--- config.mk ---
export PLATFORM = sky130hd
export DESIGN_NAME = counter_sequence_monitor
export DESIGN_NICKNAME = d
export VERILOG_FILES = /design/src/rtl/counter_pkg.sv /design/src/rtl/counter_step_compare.sv /design/src/rtl/counter_sequence_monitor.sv
export SDC_FILE = /design/constraint.sdc
export NUM_CORES = 1
export LEC_CHECK = 0
export ABC_AREA = 1
export CORE_MARGIN = 1.5
export CORE_UTILIZATION = 55
export DETAILED_ROUTE_END_ITERATION = 8
export PLACE_DENSITY = 0.86
export SLEW_MARGIN = 20
export SYNTH_ARGS = -nofsm -noshare
export SYNTH_HDL_FRONTEND = slang
export SYNTH_SLANG_ARGS = --single-unit
--- constraint.sdc ---
create_clock -name clk -period 2.77 [get_ports clk]
set_input_delay 0.4155 -clock clk [delete_from_list [all_inputs] [get_ports clk]]
set_output_delay 0.4155 -clock clk [all_outputs]
set_load 0.05 [all_outputs]
--- src/rtl/counter_pkg.sv ---
// Shared definitions for the MOD-N up/down counter and its sequence monitor.
// Contents:
//   COUNT_W      default count bus width
//   MOD16/MOD11  counter moduli shared with the counter instances
//   mon_state_t  monitor FSM state encoding
package counter_pkg;

  localparam int unsigned COUNT_W = 4;
  localparam int unsigned MOD16   = 16;
  localparam int unsigned MOD11   = 11;

  typedef enum logic [1:0] {
    IDLE    = 2'd0,
    ACQUIRE = 2'd1,
    UP      = 2'd2,
    DOWN    = 2'd3
  } mon_state_t;

endpackage

--- src/rtl/counter_step_compare.sv ---
// Combinational step classifier: compares the current sample against the
// modular successor/predecessor of the previous sample.
// Ports:
//   prev          previous accepted sample
//   cur           current sample
//   is_up         cur is the modular successor of prev
//   is_dn         cur is the modular predecessor of prev
//   is_wrap_up    up step from MOD_VALUE-1 to 0
//   is_wrap_dn    down step from 0 to MOD_VALUE-1
//   out_of_range  cur >= MOD_VALUE
module counter_step_compare #(
  parameter int unsigned WIDTH     = 4,
  parameter int unsigned MOD_VALUE = 16
) (
  input  logic [WIDTH-1:0] prev,
  input  logic [WIDTH-1:0] cur,
  output logic             is_up,
  output logic             is_dn,
  output logic             is_wrap_up,
  output logic             is_wrap_dn,
  output logic             out_of_range
);

  // One extra bit so MOD_VALUE == 2**WIDTH is representable.
  localparam logic [WIDTH:0] MOD_X  = (WIDTH+1)'(MOD_VALUE);
  localparam logic [WIDTH:0] LAST_X = (WIDTH+1)'(MOD_VALUE - 1);

  logic [WIDTH:0] prev_x;
  logic [WIDTH:0] cur_x;
  logic [WIDTH:0] nxt_up;
  logic [WIDTH:0] nxt_dn;

  always_comb begin
    prev_x       = {1'b0, prev};
    cur_x        = {1'b0, cur};
    nxt_up       = (prev_x == LAST_X) ? '0 : prev_x + 1'b1;
    nxt_dn       = (prev_x == '0) ? LAST_X : prev_x - 1'b1;
    is_up        = (cur_x == nxt_up);
    is_dn        = (cur_x == nxt_dn);
    is_wrap_up   = is_up && (prev_x == LAST_X);
    is_wrap_dn   = is_dn && (prev_x == '0);
    out_of_range = (cur_x >= MOD_X);
  end

endmodule

--- src/rtl/counter_sequence_monitor.sv ---
// Receive-side checker for a MOD-N up/down counter stream. Locks onto the
// counting direction and flags wraps, reversals and sequence errors.
// Ports:
//   clk, rst_n        clock, synchronous active-low reset
//   sample_valid      count_in is sampled on this edge
//   count_in          observed counter value
//   locked            direction established (UP or DOWN)
//   dir_down          locked on down counting
//   wrap_pulse        one-cycle pulse on a legal wrap
//   dir_change_pulse  one-cycle pulse on a legal reversal
//   error_pulse       one-cycle pulse on an illegal sample
//   error_count       saturating error count
module counter_sequence_monitor
  import counter_pkg::*;
#(
  parameter int unsigned WIDTH     = COUNT_W,
  parameter int unsigned MOD_VALUE = MOD16,
  parameter int unsigned ERR_CNT_W = 8
) (
  input  logic                 clk,
  input  logic                 rst_n,
  input  logic                 sample_valid,
  input  logic [WIDTH-1:0]     count_in,
  output logic                 locked,
  output logic                 dir_down,
  output logic                 wrap_pulse,
  output logic                 dir_change_pulse,
  output logic                 error_pulse,
  output logic [ERR_CNT_W-1:0] error_count
);

  mon_state_t       state, state_nxt;
  logic [WIDTH-1:0] prev, prev_nxt;
  logic             wrap_nxt, chg_nxt, err_nxt;
  logic             is_up, is_dn, is_wrap_up, is_wrap_dn, out_of_range;

  counter_step_compare #(
    .WIDTH     (WIDTH),
    .MOD_VALUE (MOD_VALUE)
  ) u_cmp (
    .prev         (prev),
    .cur          (count_in),
    .is_up        (is_up),
    .is_dn        (is_dn),
    .is_wrap_up   (is_wrap_up),
    .is_wrap_dn   (is_wrap_dn),
    .out_of_range (out_of_range)
  );

  always_comb begin
    state_nxt = state;
    prev_nxt  = prev;
    wrap_nxt  = 1'b0;
    chg_nxt   = 1'b0;
    err_nxt   = 1'b0;
    if (sample_valid) begin
      if (out_of_range) begin
        // prev is kept; a locked monitor drops back to reacquisition.
        err_nxt = 1'b1;
        if (state == UP || state == DOWN) state_nxt = ACQUIRE;
      end else begin
        prev_nxt = count_in;
        unique case (state)
          IDLE: state_nxt = ACQUIRE;
          ACQUIRE: begin
            if (is_up) begin
              state_nxt = UP;
              wrap_nxt  = is_wrap_up;
            end else if (is_dn) begin
              state_nxt = DOWN;
              wrap_nxt  = is_wrap_dn;
            end else begin
              err_nxt   = 1'b1;
            end
          end
          UP, DOWN: begin
            if (is_up) begin
              state_nxt = UP;
              wrap_nxt  = is_wrap_up;
              chg_nxt   = (state == DOWN);
            end else if (is_dn) begin
              state_nxt = DOWN;
              wrap_nxt  = is_wrap_dn;
              chg_nxt   = (state == UP);
            end else begin
              state_nxt = ACQUIRE;
              err_nxt   = 1'b1;
            end
          end
          default: state_nxt = IDLE;
        endcase
      end
    end
  end

  always_ff @(posedge clk) begin
    if (!rst_n) begin
      state            <= IDLE;
      prev             <= '0;
      locked           <= 1'b0;
      dir_down         <= 1'b0;
      wrap_pulse       <= 1'b0;
      dir_change_pulse <= 1'b0;
      error_pulse      <= 1'b0;
      error_count      <= '0;
    end else begin
      state            <= state_nxt;
      prev             <= prev_nxt;
      locked           <= (state_nxt == UP) || (state_nxt == DOWN);
      dir_down         <= (state_nxt == DOWN);
      wrap_pulse       <= wrap_nxt;
      dir_change_pulse <= chg_nxt;
      error_pulse      <= err_nxt;
      if (err_nxt && (error_count != '1)) error_count <= error_count + 1'b1;
    end
  end

endmodule

======== Word level (Yosys, flattened, before mapping) ========
Index checks and enable logic that the tools add are counted.
word-level totals
  register bits after elaboration ......... 19
  bits of input ports ..................... 7
cells by class
  equality and inequality tests ........... 9
  reductions and logical operators ........ 10
  multiplexer cells ....................... 16
  add/sub/neg operators ................... 3
operators by type and width
  operator               count
  $eq A4 B5 Y1           2
  $mux W2                5
  $mux W5                2
  $add A8 B1 Y8 const B  1
  $eq A2 B2 Y1 const B   4
  $mux W1                8
  $ne A8 B8 Y1 const B   1
  $pmux W2 S3            1
  $reduce_and A3 Y1      2
  $add A4 B1 Y5 const B  1
  $sub A4 B1 Y5 const B  1
  $eq A4 B4 Y1 const B   1
  $logic_not A4 Y1       1
  $logic_and A1 B1 Y1    3
  $reduce_or A3 Y1       1
  $eq A2 B1 Y1 const B   1
  $logic_not A2 Y1       1
  $reduce_or A2 Y1       1
  $logic_or A1 B1 Y1     1

======== Depth between registers and ports, before layout ========
Gate-level depths: netlist of the first run.
  depth in word-level cells ............... 9
  depth in mapped cells ................... 13
  gate-level depth less buffers ........... 13

======== Cells and area by module ========
From an unflattened synthesis of the first run, not the netlist that was laid out.
second synthesis, totals
  cells, all modules ...................... 199
  area total of the unflattened synthesis .. 1270.0 µm²
by module, submodules not included
  module                    area each (µm²)  cells an instance  sequential area each (µm²)  instances
  counter_sequence_monitor  939.7            138                380.4                       1
  counter_step_compare      330.3            61                 0.0                         1

======== Least setup slack after synthesis of the first run ========
OpenSTA, ideal clock, no wires.
  path type ............................... flip-flop to flip-flop
  from .................................... register error_count[0]
  to ...................................... register error_count[1]
  clock period less this slack ............ 1.782 ns
  data arrival time ....................... 1.668 ns
  slack ................................... 0.988 ns
  buffers on the path ..................... 0
  stages on the path, launching flop included .. 9
  setup time .............................. 0.113 ns
  path through ............................ dfxtp_1 -> ha_1 -> nand4_1 -> nor2_1 -> a21oi_2 -> nand3_4 -> nand2_1 -> nand2_1 -> nor2_1
between the ends
  word-level cells in the longest chain between the ends .. 2
  elaborated cells between the ends (all ways) .. 3
  those cells by class .................... add/sub (1); eq/ne (1); reduce/logical (1)
ends and longest elaborated chain
  element                                                line                             text
  from (decl)                                            counter_sequence_monitor.sv:29   output logic [ERR_CNT_W-1:0] error_count
  from (signal assigned)                                 counter_sequence_monitor.sv:114  if (err_nxt && (error_count != '1)) error_count <= error_count + 1'b1;
  branches (longest 2 deep; another with $add A8 B1 Y8)  n/a
Parallel ways; which one is timed is not known.
A chain may end at the register's enable or synchronous reset.

======== Worst setup path in the final report of the first run ========
  from .................................... register error_count[2]
  to ...................................... output error_count[2]
No word-level cell between the ends.

==> results of run 1 <==
[path summary, 6_finish.rpt]
| path | startpoint | end | slack (ps) | cells after the start |
|---|---|---|---|---|
| min reg2reg | state[1] | dir_change_pulse | 490 | 2 |
| min | state[1] | dir_change_pulse | 490 | 2 |
| max | error_count[2] | error_count[2] | 750 | 1 |
| max reg2reg | prev[0] | error_count[2] | 890 | 9 |
[area by class of cell]
class / count / area [um^2] / share of cell area [%]
multi-input combinational: 112 / 649.4 / 48.01
sequential: 19 / 380.4 / 28.12
timing repair buffer: 19 / 190.2 / 14.06
inverter: 19 / 71.32 / 5.273
tap: 27 / 33.78 / 2.498
clock buffer: 3 / 22.52 / 1.665
clock inverter: 1 / 5.005 / 0.3700
[layer usage]
layer  vias up  track usage [%]
li1        550                -
met1       475            27.69
met2        46            37.63
met3         4            5.556
met4         0            8.108
met5         -                0
[cell usage in the layout (no fill, tap or decap), types with 2 or more instances in the layout]
master            n
a21oi_1          12
clkbuf_4          3
clkdlybuf4s50_1  19
dfxtp_1          19
ha_1              3
inv_1            18
nand2_1          34
nand2_2           3
nand3_1          11
nand3_2           3
nand3_4           2
nand4_1          12
nor2_1            9
nor2_4            2
o21ai_0           5
o21ai_1           2
xnor2_1           4
xor2_1            5
[through the flow]
| stage | setup WS (ps) | cells | area, um^2 |
|---|---|---|---|
| 3_3_place_gp | 726.7 | 196 | 1325 |
| 6_report | 752.2 | 200 | 1353 |
| 4_1_cts | 751.2 | 200 | 1353 |
| 3_5_place_dp | 639.7 | 196 | 1325 |
| 5_1_grt | 670.0 | 200 | 1353 |
| 2_1_floorplan | 988.3 | 153 | 1124 |
[cell families (layout without fill, tap and decap cells)]
kind of cell / Yosys count / in the layout
and+or+nand+nor: 78 / 78
AOI/OAI and AO/OA: 22 / 22
buffers and inverters: 22 / 42
DFF: 19 / 19
xor gates and xnor gates: 9 / 9
adders and majority gates: 3 / 3
[power groups by stage]
stage | clock [uW] | combinational [uW] | sequential, uW
floorplan | 0 | 94.7 | 311
global placement | 0 | 137 | 298
detailed placement | 0 | 141 | 299
CTS | 138 | 142 | 293
global route | 149 | 157 | 295
finish | 137 | 141 | 293
[flip-flops by register name, indices dropped and copies added (netlist names)]
| name | flops |
|---|---|
| dir_change_pulse | 1 |
| dir_down | 1 |
| error_count | 8 |
| error_pulse | 1 |
| locked | 1 |
| prev | 4 |
| state | 2 |
| wrap_pulse | 1 |
==> impl_results.html, run 1 <==
<table>
<tr><th>Metric</th><th>Value</th></tr>
<tr><th colspan="2">Worst setup path</th></tr>
<tr><td>WP data required</td><td>around 2400 ps</td></tr>
<tr><td>Largest stage delay on the critical path</td><td>850 ps</td></tr>
<tr><td>Critical path startpoint category</td><td>flop</td></tr>
<tr><td>Slowest cell on crit path</td><td>clkdlybuf4s50_1</td></tr>
<tr><td>Crit path cell chain</td><td>clkdlybuf4s50_1</td></tr>
<tr><td>Setup Crit Path Kind</td><td>reg2out</td></tr>
<tr><td>Delay-heaviest family, CP</td><td>buffers and inverters</td></tr>
<tr><td>Arrival time reported for the critical path endpoint</td><td>approximately 1600 ps</td></tr>
<tr><td>Max Fanout on Critical Path</td><td>6</td></tr>
<tr><td>Endpoint kind of the worst setup timing path</td><td>output pin</td></tr>
<tr><td>Number of buffers and inverters on the critical path</td><td>1</td></tr>
<tr><th colspan="2">Synthesis</th></tr>
<tr><td>Async SR Flop Fraction</td><td>0%</td></tr>
<tr><td>Top cell type's share of synthesized area</td><td>33.85%</td></tr>
<tr><td>Adder-cell area share of the yosys netlist</td><td>under 10%</td></tr>
<tr><td>Sequential-to-total area share from yosys stat</td><td>33.85%</td></tr>
<tr><td>Largest family of logic cells by synthesized area</td><td>simple AND/OR/NAND/NOR gates</td></tr>
<tr><td>Share of synthesized area spent on multiplexers</td><td>0%</td></tr>
<tr><td>Leading area contributor after synthesis</td><td>dfxtp_1</td></tr>
<tr><td>Synth top area cells</td><td>dfxtp_1 34%, nand2_1 11%, nand4_1 6.7%</td></tr>
<tr><td>Synth Area in Compound Gates</td><td>10.58%</td></tr>
<tr><td>Number of different library cells in the post-synthesis netlist</td><td>25</td></tr>
<tr><td>Synthesized area</td><td>1124 um^2</td></tr>
<tr><td>Synthesized-area fraction occupied by and/or/nand/nor cells</td><td>between 30% and 40%</td></tr>
<tr><td>Xor-xnor portion of the synthesized cell area</td><td>7.016%</td></tr>
<tr><td>Number of enable flip-flop cells after synthesis</td><td>0</td></tr>
<tr><td>Most repeated cell in the gate-level netlist after synthesis</td><td>nand2_1</td></tr>
<tr><td>Top flip-flop cell by instance count after synthesis</td><td>dfxtp_1</td></tr>
<tr><td>Mean instance size in the synthesized netlist</td><td>7.344 um^2</td></tr>
<tr><td>Synthesis Warnings</td><td>0</td></tr>
<tr><td>Most frequent cells after synthesis</td><td>34 x nand2_1, 19 x dfxtp_1, 18 x inv_1, 12 x a21oi_1, 12 x nand4_1</td></tr>
<tr><td>Post-synthesis instance total</td><td>153</td></tr>
<tr><td>Synthesized Nets</td><td>163</td></tr>
<tr><td>FF+latch count, synth</td><td>19</td></tr>
<tr><th colspan="2">Global route</th></tr>
<tr><td>Vias in the first global route</td><td>910</td></tr>
<tr><td>Wire length of the first global-routing pass</td><td>3657 um</td></tr>
<tr><td>Antenna violations before repair</td><td>0</td></tr>
<tr><td>Overflow left after global routing</td><td>0</td></tr>
<tr><td>Global routing usage summed across all routing layers</td><td>22.41%</td></tr>
<tr><td>Maximum number of pins on one net before global-route repair</td><td>13</td></tr>
<tr><th colspan="2">Timing</th></tr>
<tr><td>Transition time at the pin with the least slew margin</td><td>roughly 530 ps</td></tr>
<tr><td>Share of the clock period used by the worst path</td><td>72.84%</td></tr>
<tr><td>Clk_skew</td><td>roughly 5.3 ps</td></tr>
<tr><td>Highest Clock Rate</td><td>0.4956 GHz</td></tr>
<tr><td>Max Slew Vio Count</td><td>0</td></tr>
<tr><td>Count of final hold-check violations</td><td>0</td></tr>
<tr><td>Final Critical Period</td><td>roughly 2000 ps</td></tr>
<tr><td>Hold slack final</td><td>~500 ps</td></tr>
<tr><td>Headroom to the max-slew limit</td><td>64.15%</td></tr>
<tr><td>Setup repair after global routing missed its margin</td><td>no</td></tr>
<tr><td>Finish-stage setup viols</td><td>0</td></tr>
<tr><td>Final-layout setup total negative slack</td><td>0 ps</td></tr>
<tr><th colspan="2">Route</th></tr>
<tr><td>Max Used Layer</td><td>met4</td></tr>
<tr><td>Average routed wire per standard cell</td><td>approximately 12 um</td></tr>
<tr><td>Number of DRC markers in iteration 0</td><td>36</td></tr>
<tr><td>Drt pass-1 iters</td><td>6</td></tr>
<tr><td>Via count</td><td>1,075</td></tr>
<tr><td>Number of vias per cell after detailed routing</td><td>between 5 and 6</td></tr>
<tr><td>Met3 routed WL</td><td>135 um</td></tr>
<tr><td>Sum of met2 wire segment lengths after detailed routing</td><td>1195 um</td></tr>
<tr><td>DRC Markers</td><td>0</td></tr>
<tr><td>Total routed wire length on the met1 layer</td><td>992 um</td></tr>
<tr><td>Post-route antenna net violation count</td><td>0</td></tr>
<tr><td>Total routed wirelength</td><td>2342 um</td></tr>
<tr><th colspan="2">Floorplan</th></tr>
<tr><td>Chip height</td><td>slightly below 50 um</td></tr>
<tr><td>Area of the core</td><td>1942 um^2</td></tr>
<tr><td>I/O Pins</td><td>20</td></tr>
<tr><td>Starting Density</td><td>57.86%</td></tr>
<tr><td>Die area</td><td>2323 um^2</td></tr>
<tr><td>Row cnt</td><td>16</td></tr>
<tr><td>Width of the die</td><td>48.20 um</td></tr>
<tr><th colspan="2">Clock tree</th></tr>
<tr><td>Number of sinks handled by clock tree synthesis</td><td>19</td></tr>
<tr><td>Post CTS Setup Buffer Count</td><td>0</td></tr>
<tr><td>Clock Pin Slew Worst Setup and Hold Paths</td><td>about 110 ps</td></tr>
<tr><td>Max H-tree Level</td><td>1</td></tr>
<tr><td>Buffer cell driving the clock tree root</td><td>clkbuf_4</td></tr>
<tr><td>Post-cts sizing count</td><td>0</td></tr>
<tr><td>Number of buffers inserted during clock tree synthesis</td><td>3</td></tr>
<tr><td>Hold bufs inserted after CTS</td><td>0</td></tr>
<tr><td>Max Root-Sink Buffers</td><td>2</td></tr>
<tr><td>TritonCTS clock tree</td><td>built</td></tr>
<tr><td>Insertion delay of the later-clocked pin in the worst-skew pair</td><td>290 ps</td></tr>
<tr><th colspan="2">Power and ir drop</th></tr>
<tr><td>Leakage power</td><td>0.0005832 uW</td></tr>
<tr><td>Power Internal</td><td>between 300 and 400 uW</td></tr>
<tr><td>Worst VDD drop</td><td>342.2 uV</td></tr>
<tr><td>Overall power after layout</td><td>570.9 uW</td></tr>
<tr><td>Share of total power in sequential cells</td><td>51.3%</td></tr>
<tr><td>Net switching component of the power</td><td>184.3 uW</td></tr>
<tr><td>Total power per unit cell area</td><td>422.1 nW/um^2</td></tr>
<tr><td>Switching fraction of total power</td><td>32.29%</td></tr>
<tr><td>Clock network fraction of total power</td><td>24.1%</td></tr>
<tr><td>Gate power share</td><td>around a quarter</td></tr>
<tr><th colspan="2">Cells and area</th></tr>
<tr><td>Proportion of layout cells with a drive suffix above 1</td><td>9.827%</td></tr>
<tr><td>Antenna diodes</td><td>0</td></tr>
<tr><td>Final standard cell utilization of the core</td><td>69.65%</td></tr>
<tr><td>Nets</td><td>184</td></tr>
<tr><td>Area added between synthesis and finish</td><td>20.38%</td></tr>
<tr><td>Number of filler instances in the final layout</td><td>roughly 160</td></tr>
<tr><th colspan="2">Placed design</th></tr>
<tr><td>RePlAce Congestion</td><td>0.8822</td></tr>
<tr><td>Port-buffer cells</td><td>19</td></tr>
<tr><td>Half-perimeter wire length after detailed placement</td><td>1849 um</td></tr>
<tr><th colspan="2">Hold path</th></tr>
<tr><td>Min-Delay Path Class</td><td>reg2reg</td></tr>
<tr><th colspan="2">Outcome</th></tr>
<tr><td>Run status</td><td>finished, final reports clean</td></tr>
<tr><th colspan="2">Flow run</th></tr>
<tr><td>Number of violations of the max-capacitance limit</td><td>0</td></tr>
</table>
(Power assumes the default switching activity.)
==> run 2: changes to the inputs <==
--- a/config.mk
+++ b/config.mk
@@ -7,9 +7,9 @@
 export LEC_CHECK = 0
 export ABC_AREA = 1
 export CORE_MARGIN = 1.5
-export CORE_UTILIZATION = 55
+export CORE_UTILIZATION = 51
 export DETAILED_ROUTE_END_ITERATION = 8
-export PLACE_DENSITY = 0.86
+export PLACE_DENSITY = 0.81
 export SLEW_MARGIN = 20
 export SYNTH_ARGS = -nofsm -noshare
 export SYNTH_HDL_FRONTEND = slang
==> constraint.sdc (replaced) <==
create_clock -name clk -period 2 [get_ports clk]
set_input_delay 0.3 -clock clk [delete_from_list [all_inputs] [get_ports clk]]
set_output_delay 0.3 -clock clk [all_outputs]
set_load 0.05 [all_outputs]
==> impl_results.html, run 2 (synthesis results as in run 1) <==
<table>
<tr><th>Metric</th><th>Value</th></tr>
<tr><th colspan="2">Floorplan</th></tr>
<tr><td>Die area</td><td>2494 um^2 (+7.3%)</td></tr>
<tr><td>Width of the die</td><td>49.94 um (+3.6%)</td></tr>
<tr><td>Area of the core</td><td>2022 um^2 (+4.1%)</td></tr>
<tr><td>I/O Pins</td><td>20 (unchanged)</td></tr>
<tr><td>Starting Density</td><td>55.57% (-2.3 points)</td></tr>
<tr><td>Row cnt</td><td>16 (unchanged)</td></tr>
<tr><td>Chip height</td><td>49.94 um (+3.6%)</td></tr>
<tr><th colspan="2">Power and ir drop</th></tr>
<tr><td>Share of total power in sequential cells</td><td>50.2% (-1.1 points)</td></tr>
<tr><td>Power Internal</td><td>543.1 uW (+41%)</td></tr>
<tr><td>Leakage power</td><td>0.0005952 uW (+2.1%)</td></tr>
<tr><td>Net switching component of the power</td><td>260.8 uW (+42%)</td></tr>
<tr><td>Worst VDD drop</td><td>578.0 uV (+69%)</td></tr>
<tr><td>Gate power share</td><td>25.5% (+0.8 points)</td></tr>
<tr><td>Total power per unit cell area</td><td>585.2 nW/um^2 (+39%)</td></tr>
<tr><td>Switching fraction of total power</td><td>32.44% (+0.16 points)</td></tr>
<tr><td>Clock network fraction of total power</td><td>24.2% (about the same)</td></tr>
<tr><th colspan="2">Route</th></tr>
<tr><td>Total routed wirelength</td><td>2490 um (+6.3%)</td></tr>
<tr><td>Number of DRC markers in iteration 0</td><td>52 (+44%)</td></tr>
<tr><td>Number of vias per cell after detailed routing</td><td>5.384 (+0.17%)</td></tr>
<tr><td>DRC Markers</td><td>0 (unchanged)</td></tr>
<tr><td>Drt pass-1 iters</td><td>4 (-2)</td></tr>
<tr><td>Via count</td><td>1,093 (+1.7%)</td></tr>
<tr><td>Average routed wire per standard cell</td><td>12.27 um (+4.7%)</td></tr>
<tr><td>Post-route antenna net violation count</td><td>0 (unchanged)</td></tr>
<tr><th colspan="2">Hold path</th></tr>
<tr><td>Number of instances on the worst hold path</td><td>2 (unchanged)</td></tr>
<tr><td>End of the worst hold path</td><td>dir_change_pulse</td></tr>
<tr><td>Hold path startpoint</td><td>state[1]</td></tr>
<tr><td>Min-Delay Path Class</td><td>reg2reg</td></tr>
<tr><th colspan="2">Timing</th></tr>
<tr><td>Max Slew Vio Count</td><td>0 (unchanged)</td></tr>
<tr><td>Final Critical Period</td><td>1909 ps</td></tr>
<tr><td>Clk_skew</td><td>2.131 ps (-3.201 ps)</td></tr>
<tr><td>Finish-stage setup viols</td><td>0 (unchanged)</td></tr>
<tr><td>Count of final hold-check violations</td><td>0 (unchanged)</td></tr>
<tr><td>Final-layout setup total negative slack</td><td>0 ps (unchanged)</td></tr>
<tr><td>Highest Clock Rate</td><td>0.5237 GHz</td></tr>
<tr><td>Transition time at the pin with the least slew margin</td><td>498.5 ps (-33.66 ps)</td></tr>
<tr><td>Share of the clock period used by the worst path</td><td>95.47%</td></tr>
<tr><td>Setup repair after global routing missed its margin</td><td>no</td></tr>
<tr><td>Headroom to the max-slew limit</td><td>66.41% (+2.3 points)</td></tr>
<tr><th colspan="2">Clock tree</th></tr>
<tr><td>Number of sinks handled by clock tree synthesis</td><td>19 (unchanged)</td></tr>
<tr><td>Post-cts sizing count</td><td>0 (unchanged)</td></tr>
<tr><td>Max Root-Sink Buffers</td><td>2 (unchanged)</td></tr>
<tr><td>Insertion delay of the later-clocked pin in the worst-skew pair</td><td>290 ps (about the same)</td></tr>
<tr><td>Number of buffers inserted during clock tree synthesis</td><td>3 (unchanged)</td></tr>
<tr><td>TritonCTS clock tree</td><td>built</td></tr>
<tr><td>Post CTS Setup Buffer Count</td><td>0 (unchanged)</td></tr>
<tr><td>Buffer cell driving the clock tree root</td><td>clkbuf_4</td></tr>
<tr><td>Max H-tree Level</td><td>1 (unchanged)</td></tr>
<tr><td>Hold bufs inserted after CTS</td><td>0 (unchanged)</td></tr>
<tr><td>Clock Pin Slew Worst Setup and Hold Paths</td><td>110 ps (about the same)</td></tr>
<tr><th colspan="2">Worst setup path</th></tr>
<tr><td>Arrival time reported for the critical path endpoint</td><td>1610 ps (about the same)</td></tr>
<tr><td>Reg-to-reg startpoint</td><td>prev[1]</td></tr>
<tr><td>WP data required</td><td>1700 ps (-650 ps)</td></tr>
<tr><td>Worst R2R Path Depth</td><td>9 (unchanged)</td></tr>
<tr><td>Number of buffers and inverters on the critical path</td><td>1 (unchanged)</td></tr>
<tr><td>Endpoint kind of the worst setup timing path</td><td>output pin</td></tr>
<tr><td>Max Fanout on Critical Path</td><td>6 (unchanged)</td></tr>
<tr><td>Delay-heaviest family, CP</td><td>buffers and inverters</td></tr>
<tr><td>Slowest cell on crit path</td><td>clkdlybuf4s50_1</td></tr>
<tr><td>Setup Crit Path Kind</td><td>reg2out</td></tr>
<tr><td>Critical path startpoint category</td><td>flop</td></tr>
<tr><td>Crit path cell chain</td><td>clkdlybuf4s50_1</td></tr>
<tr><td>Worst reg-to-reg setup slack</td><td>150 ps (-740 ps)</td></tr>
<tr><td>RR Endpoint</td><td>error_count[7]</td></tr>
<tr><td>Largest stage delay on the critical path</td><td>850 ps (about the same)</td></tr>
<tr><th colspan="2">Placed design</th></tr>
<tr><td>Post-DP Area</td><td>1348 um^2 (+1.7%)</td></tr>
<tr><td>Port-buffer cells</td><td>19 (unchanged)</td></tr>
<tr><td>Half-perimeter wire length after detailed placement</td><td>1893 um (+2.3%)</td></tr>
<tr><td>Number of placed instances with taps included</td><td>199 (+1.5%)</td></tr>
<tr><td>RePlAce Congestion</td><td>0.8749 (-0.83%)</td></tr>
<tr><th colspan="2">Cells and area</th></tr>
<tr><td>Commonest non-fill, non-tap cell in the layout</td><td>nand2_1</td></tr>
<tr><td>Flip-flop count of the largest register after layout</td><td>8 (unchanged)</td></tr>
<tr><td>Storage element area</td><td>380.4 um^2 (unchanged)</td></tr>
<tr><td>Final non-filler cell area</td><td>1374 um^2 (+1.6%)</td></tr>
<tr><td>Final standard cell utilization of the core</td><td>67.95% (-1.7 points)</td></tr>
<tr><td>Number of standard cells in the final layout excluding fillers</td><td>203 (+1.5%)</td></tr>
<tr><td>Largest register by flop count</td><td>error_count</td></tr>
<tr><td>Total area of multi-input combinational cells</td><td>649.4 um^2 (unchanged)</td></tr>
<tr><td>Proportion of layout cells with a drive suffix above 1</td><td>10.80% (+0.97 points)</td></tr>
<tr><td>Commonest cells after routing, fill and taps aside</td><td>34 x nand2_1, 19 x dfxtp_1, 19 x clkdlybuf4s50_1</td></tr>
<tr><td>Nets</td><td>187 (+1.6%)</td></tr>
<tr><td>Number of filler instances in the final layout</td><td>165 (+3.8%)</td></tr>
<tr><td>Largest regs</td><td>error_count x8, prev x4, state x2</td></tr>
<tr><td>Antenna diodes</td><td>0 (unchanged)</td></tr>
<tr><td>Area added between synthesis and finish</td><td>22.27%</td></tr>
<tr><th colspan="2">Global route</th></tr>
<tr><td>Global routing usage summed across all routing layers</td><td>22.00% (-0.41 points)</td></tr>
<tr><td>Antenna violations before repair</td><td>0 (unchanged)</td></tr>
<tr><td>Vias in the first global route</td><td>1,004 (+10%)</td></tr>
<tr><td>Overflow left after global routing</td><td>0 (unchanged)</td></tr>
<tr><td>Wire length of the first global-routing pass</td><td>4278 um (+17%)</td></tr>
<tr><td>Maximum number of pins on one net before global-route repair</td><td>13 (unchanged)</td></tr>
<tr><th colspan="2">Flow run</th></tr>
<tr><td>Number of violations of the max-capacitance limit</td><td>0 (unchanged)</td></tr>
<tr><th colspan="2">Outcome</th></tr>
<tr><td>Run status</td><td>finished, final reports clean</td></tr>
</table>
[run 2: cell types whose count changed in the layout (fill, tap and decap cells not counted), sizes merged]
cell    previous run  this run
buf                0         3
clkinv             1         0
clkbuf             3         4
[run 2: how the worst max path moves through the flow]
stage | start | end | depth (start not counted)
floorplan | error_count[0] | error_count[1] | 8
global placement | count_in[1] | error_count[4] | 8
detailed placement | count_in[1] | error_count[7] | 8
CTS | error_count[2] | error_count[2] | 1
global route | prev[1] | error_count[7] | 9
finish | error_count[2] | error_count[2] | 1
[run 2: area by class of cell]
type	count	area share [%]
multi-input combinational	112	47.27
sequential	19	27.69
timing repair buffer	22	15.48
inverter	19	5.191
tap	27	2.459
clock buffer	4	1.913
[run 2: through the flow]
stage	total power (uW)	setup WS, ps	hold slack [ps]
4_1_cts	806.8	98.84	510.4
5_1_grt	844.3	12.75	543.1
6_report	803.9	90.65	517.5
3_5_place_dp	614.9	107.4	493.6
2_1_floorplan	561.8	218.3	420.5
3_3_place_gp	608.8	158.3	478.1
[run 2: per-layer routing]
| layer | wire length (um) | GRT usage [%] | up-vias |
|---|---|---|---|
| met4 | 39 | 8.796 | 0 |
| met2 | 1161 | 34.67 | 40 |
| li1 | - | - | 559 |
| met1 | 1186 | 29.81 | 490 |
| met3 | 103 | 3.636 | 4 |
| met5 | 0 | 0 | - |
[run 2: power groups by stage]
stage	logic [uW]	clock network [uW]	registers (uW)
2_1_floorplan	131	0	431
3_3_place_gp	197	0	412
3_5_place_dp	203	0	412
4_1_cts	203	200	404
5_1_grt	224	215	406
6_report	205	195	404
==> run 3: changes to the inputs <==
--- a/config.mk
+++ b/config.mk
@@ -6,6 +6,7 @@
 export NUM_CORES = 1
 export LEC_CHECK = 0
 export ABC_AREA = 1
+export CAP_MARGIN = 15
 export CORE_MARGIN = 1.5
 export CORE_UTILIZATION = 51
 export DETAILED_ROUTE_END_ITERATION = 8
==> results of run 3 <==
No change in the layout: final DEF, timing and power equal those of run 2.
